## config.mk

```make
export PLATFORM = sky130hd
export DESIGN_NAME = seq_mult_nbit
export DESIGN_NICKNAME = d
export VERILOG_FILES = /design/src/rtl/seq_mult_nbit.sv
export SDC_FILE = /design/constraint.sdc
export NUM_CORES = 1
export LEC_CHECK = 0
export CORE_MARGIN = 2
export CORE_UTILIZATION = 53
export DETAILED_ROUTE_END_ITERATION = 16
export PLACE_DENSITY_LB_ADDON = 0.05
export SYNTH_ARGS = -nofsm -noshare
export SYNTH_HDL_FRONTEND = slang
export SYNTH_SLANG_ARGS = --single-unit
```

## constraint.sdc

```tcl
create_clock -name clk -period 3.09 [get_ports clk]
set_input_delay 0.927 -clock clk [delete_from_list [all_inputs] [get_ports clk]]
set_output_delay 0.927 -clock clk [all_outputs]
set_load 0.02 [all_outputs]
```

## src/rtl/seq_mult_nbit.sv

```systemverilog
// seq_mult_nbit
//   Sequential shift-add multiplier. Forms a WIDTH x WIDTH -> 2*WIDTH product,
//   unsigned or two's-complement signed, with one add+shift per clock.
//   start is accepted in IDLE or DONE. busy is high while iterating. done
//   pulses for one cycle when p is valid.
//
// Ports
//   clk          in   1         rising-edge clock
//   reset        in   1         asynchronous, active-high
//   start        in   1         operation request (IDLE/DONE only)
//   signed_mode  in   1         1 = two's-complement operands, latched with start
//   a            in   WIDTH     multiplier, latched with start
//   b            in   WIDTH     multiplicand, latched with start
//   busy         out  1         high while the FSM is in RUN
//   done         out  1         one-cycle pulse, p valid
//   p            out  2*WIDTH   product, held until the next done
//
// state | meaning
// IDLE  | waiting for start
// RUN   | one add+shift iteration per edge, counter counts down to 0
// DONE  | p valid for this cycle; start here chains straight into RUN

module seq_mult_nbit #(
  parameter int WIDTH = 4
) (
  input  logic               clk,
  input  logic               reset,
  input  logic               start,
  input  logic               signed_mode,
  input  logic [WIDTH-1:0]   a,
  input  logic [WIDTH-1:0]   b,
  output logic               busy,
  output logic               done,
  output logic [2*WIDTH-1:0] p
);

  localparam int CW = $clog2(WIDTH);
  localparam logic [CW-1:0] CNT_LOAD = CW'(WIDTH - 1);

  typedef enum logic [1:0] {
    S_IDLE = 2'd0,
    S_RUN  = 2'd1,
    S_DONE = 2'd2
  } state_t;

  state_t             state_q, state_d;
  logic [CW-1:0]      cnt_q, cnt_d;
  logic [WIDTH:0]     acc_q, acc_d;
  logic [WIDTH-1:0]   q_q, q_d;
  logic [WIDTH-1:0]   b_q, b_d;
  logic               sgn_q, sgn_d;
  logic [2*WIDTH-1:0] p_q, p_d;

  // One iteration of the datapath. The sum is carried in WIDTH+2 bits so the
  // bit shifted into the accumulator MSB is the true carry (unsigned) or the
  // true sign (signed) of the WIDTH+1-bit add.
  logic               last;
  logic [WIDTH+1:0]   acc_ext;
  logic [WIDTH+1:0]   add_ext;
  logic [WIDTH+1:0]   sum;
  logic [WIDTH:0]     acc_nxt;
  logic [WIDTH-1:0]   q_nxt;

  always_comb begin
    last    = (cnt_q == '0);
    acc_ext = {sgn_q & acc_q[WIDTH], acc_q};
    add_ext = q_q[0] ? {{2{sgn_q & b_q[WIDTH-1]}}, b_q} : '0;
    // In signed mode the multiplier MSB carries weight -2^(WIDTH-1), so the
    // final partial product is subtracted instead of added.
    if (sgn_q && last) sum = acc_ext - add_ext;
    else               sum = acc_ext + add_ext;
    acc_nxt = sum[WIDTH+1:1];
    q_nxt   = {sum[0], q_q[WIDTH-1:1]};
  end

  always_comb begin
    state_d = state_q;
    cnt_d   = cnt_q;
    acc_d   = acc_q;
    q_d     = q_q;
    b_d     = b_q;
    sgn_d   = sgn_q;
    p_d     = p_q;
    unique case (state_q)
      S_IDLE, S_DONE: begin
        if (start) begin
          q_d     = a;
          b_d     = b;
          sgn_d   = signed_mode;
          acc_d   = '0;
          cnt_d   = CNT_LOAD;
          state_d = S_RUN;
        end else begin
          state_d = S_IDLE;
        end
      end
      S_RUN: begin
        acc_d = acc_nxt;
        q_d   = q_nxt;
        if (last) begin
          p_d     = {acc_nxt[WIDTH-1:0], q_nxt};
          state_d = S_DONE;
        end else begin
          cnt_d = cnt_q - CW'(1);
        end
      end
      default: state_d = S_IDLE;
    endcase
  end

  always_ff @(posedge clk or posedge reset) begin
    if (reset) begin
      state_q <= S_IDLE;
      cnt_q   <= '0;
      acc_q   <= '0;
      q_q     <= '0;
      b_q     <= '0;
      sgn_q   <= 1'b0;
      p_q     <= '0;
    end else begin
      state_q <= state_d;
      cnt_q   <= cnt_d;
      acc_q   <= acc_d;
      q_q     <= q_d;
      b_q     <= b_d;
      sgn_q   <= sgn_d;
      p_q     <= p_d;
    end
  end

  assign busy = (state_q == S_RUN);
  assign done = (state_q == S_DONE);
  assign p    = p_q;

endmodule

```

==> metrics.md <==
| Metric | Value |
|---|---|
| Final Max Tran Viols | 0 |
| ANT cells | 0 |
| Crit-path slowest cell | clkdlybuf4s50_1 |
| Grt ovf | 0 |
| Hold Path Stages | 1 |
| PortBufs | 21 |
| Worst setup EP type | primary output |
| Post-synthesis sequential area ratio | 45.65% |
| Reg clk slew, reported paths | 0.14 ns |
| Hold_ws | 0.4916 ns |
| Clk_lat worst skew | approximately 0.32 ns |
| WL met3 | 66 um |
| Type of the worst setup path | flop to primary output |
| Initial antenna violation count | 0 |
| FF+latch area | about 650 um2 |
| Setup TNS | 0 ns |
| Power Internal | roughly 1300 uW |
| DR WL/cell | 14.30 um |
| Row count | 18 |
| Pin count of the biggest net entering global routing | 27 |
| Worst Slack Setup Final | 0.1889 ns |
| Power share of the combinational group | 62.6% |
| Max Clock Freq | 0.3447 GHz |
| Residual DRC | 0 |
| Hold path start | cnt_q[0]$_DFFE_PP0P_ |
| Yosys warns | 0 |
| DRT iter0 DRCs | 14 |
| CP Cell Sequence | nand2b_1 > inv_2 > clkdlybuf4s50_1 |
| Reg2reg start | cnt_q[0]$_DFFE_PP0P_ |
| Sw Ratio | a little over two fifths |
| Core Area | between 2000 and 3000 um2 |
| Hold Crit Endpoint | cnt_q[0]$_DFFE_PP0P_ |
| Overall power | about 2300 uW |
| Die height | 55.86 um |
| Max-cap violations | 0 |
| Net Switching | ~980 uW |
| DRT met1 WL | 1436 um |
| Worst r2r path cells | 10 |
| GRT Overall Usage | 18.84% |
| CTS tree | built |
| Tmin final | 2.901 ns |
| Cts hold-fix bufs | 0 |
| CTS resizes | 0 |
| Syn Inst Count | 142 |
| Layout Skew | 0.002354 ns |
| Worst-path fanout max | 11 |
| Final ANT Viol Nets | 0 |
| CTS max path bufs | 2 |
| Post-Syn Nets | about 160 |
| Worst R2R Setup Slack | 0.63 ns |
| FILL cells | 199 |
| Slew @ Worst Pin | around 0.42 ns |
| Synth unique cells | 39 |
| Worst Hold Class | flop to flop |
| RSZ-0062 raised after global routing | false |
| Die span in x | between 50 and 60 um |
| Mapped cell area | approximately 1400 um2 |
| DR WL met2 | 1236 um |
| Outcome | finished clean |
| Max VDD drop | 933.5 uV |
| Drt pass-1 iters | 4 |
| Vias | roughly 1100 |
| Setup bufs post-CTS | 0 |
| Final Hold Viols | 0 |
| Final net count | 185 |
| Cell family with most CP delay | buffers and inverters |
| Dpl hpwl | 2072 um |
| Die ar. | about 3100 um2 |
| RR Endpoint | acc_q[4]$_DFFE_PP0P_ |
| Via-per-instance ratio | around 5.5 |
| Final WL | about 2800 um |
| Clk pwr share | 7.6% |
| # IOs | 22 |
| Crit path launch type | flop |
| Area of the multi-input gates | 704.4 um2 |
| Setup-failing EPs final | 0 |
| CTS Buf Count | 3 |
| Layout area overhead | 18.17% |
| Yosys reg bits | 26 |
| Worst EP arrival | 1.97 ns |
| Gpl congestion | 0.7299 |
| Part of the power in registers | around 30% |
| Clock root cell | clkbuf_4 |
| Syn Area/Cell | 10.04 um2 |
| Share of cells above drive strength 1 | 12.80% |
| Worst EP required | 2.16 ns |
| Leakage | 0.0007654 uW |
| Place WS | 0.5515 ns |
| Pwr Density | 1350 nW/um2 |
| Clk sinks | 26 |
| Critical path buffer and inverter count | 2 |
| Critical path's largest stage delay | approximately 0.64 ns |
| Vias in the first global route | 1037 |
| Max layer used | met4 |
| Starting Density | ~56% |
| H-tree Lvls | 1 |
| Slew margin rel. | 71.75% |
| First-pass GRT wire length | 4678 um |
| Period utilisation layout | 93.89% |
power groups by stage:
stage,logic [uW],clock network [uW],registers (uW)
CTS,1420,179,676
global route,1580,190,702
detailed placement,1410,0,684
global placement,1370,0,679
floorplan,1050,0,685
finish,1420,173,677
synthesized netlist by cell type:
cell type | count | area (um2)
nand3_1 | 1 | 5.000
mux2i_1 | 1 | 10.01
a21o_1 | 1 | 7.510
dfrtp_1 | 26 | 650.6
o31a_1 | 1 | 8.760
inv_2 | 1 | 3.750
nor3_1 | 2 | 10.01
xnor2_1 | 3 | 26.28
o21ai_1 | 1 | 5.000
a31oi_1 | 2 | 12.51
clkbuf_8 | 2 | 27.53
o21a_1 | 1 | 7.510
nor2_1 | 11 | 41.29
nor3b_1 | 1 | 7.510
nor2b_1 | 4 | 25.02
o21ai_0 | 4 | 20.02
and4_4 | 1 | 11.26
ha_1 | 7 | 87.58
o31ai_1 | 1 | 7.510
or3_4 | 1 | 11.26
a22o_2 | 1 | 10.01
o211ai_1 | 1 | 7.510
fa_1 | 1 | 20.02
a311oi_2 | 1 | 15.01
a211oi_1 | 1 | 7.510
nand2_1 | 23 | 86.33
and3b_1 | 1 | 8.760
a21oi_1 | 7 | 35.03
nand2_2 | 1 | 6.260
clkbuf_1 | 2 | 7.510
or2_2 | 1 | 6.260
inv_1 | 7 | 26.28
o22ai_1 | 3 | 18.77
mux2_2 | 8 | 90.09
nand2b_1 | 4 | 25.02
buf_2 | 1 | 5.000
a22o_1 | 2 | 17.52
xor2_1 | 3 | 26.28
a221o_1 | 2 | 20.02
worst reg2reg max path: stages (launching register included):
cell	delay [ns]
dfrtp_1	0.42
inv_1	0.06
ha_1	0.32
nand2_1	0.18
a21oi_1	0.27
ha_1	0.28
nor2b_1	0.14
o31a_1	0.26
o22ai_1	0.20
xnor2_1	0.16
o21ai_1	0.08
through the flow:
stage                     utilization (%)  cells  instance area (um2)
after floorplan                         -    142                 1425
after global placement              65.33    190                 1648
after detailed placement            65.33    190                 1648
after CTS                           66.77    194                 1684
after global routing                66.77    194                 1684
final                               66.77    194                 1684
cells by family after synthesis:
| group | Yosys count | synth area share (%) |
|---|---|---|
| buffers and inverters | 13 | 4.917 |
| and+or+nand+nor | 51 | 17.12 |
| DFF | 26 | 45.65 |
| adders and majority gates | 8 | 7.550 |
| muxes | 9 | 7.024 |
| AOI/OAI and AO/OA | 29 | 14.05 |
| xor gates and xnor gates | 6 | 3.688 |
cell type report:
class	count	share of cell area, %
Tap cell	30	2.229
Clock buffer	4	2.155
Timing Repair Buffer	23	13.37
Sequential cell	26	38.63
Multi-Input combinational cell	103	41.83
Inverter	8	1.783
flip-flops by register name (all words and copies together), names as in the netlist:
name,cells
sgn_q,1
q_q,4
b_q,4
cnt_q,2
state_q,2
acc_q,5
p,8
worst max-delay path by stage:
stage / slack, ns / cells after the start / startpoint / end
global route: 0.07 / 3 / state_q[0]$_DFFE_PP0P_ / busy
CTS: 0.17 / 3 / state_q[0]$_DFFE_PP0P_ / busy
global placement: 0.54 / 3 / state_q[0]$_DFFE_PP0P_ / busy
detailed placement: 0.55 / 3 / state_q[0]$_DFFE_PP0P_ / busy
floorplan: 0.94 / 12 / cnt_q[0]$_DFFE_PP0P_ / acc_q[4]$_DFFE_PP0P_
finish: 0.19 / 3 / state_q[0]$_DFFE_PP0P_ / busy
per-layer routing:
layer | up-vias | GRT usage (%)
li1 | 535 | -
met1 | 510 | 28.33
met2 | 14 | 27.72
met3 | 5 | 2.558
met4 | 0 | 7.143
met5 | - | 0
cells in the final DEF (no fill, tap or decap), types with 2 or more instances in the layout:
cell type	Yosys	final
o21ai_0	4	4
xor2_1	3	3
inv_1	7	7
a21oi_1	7	7
xnor2_1	3	3
buf_4	0	2
dfrtp_1	26	26
a221o_1	2	2
nor2b_1	4	4
clkdlybuf4s50_1	0	21
nand2_1	23	23
nor3_1	2	2
a31oi_1	2	2
ha_1	7	7
mux2_2	8	8
nor2_1	11	11
o22ai_1	3	3
a22o_1	2	2
clkbuf_4	0	3
nand2b_1	4	4
Power figures use the tool's default switching activity.
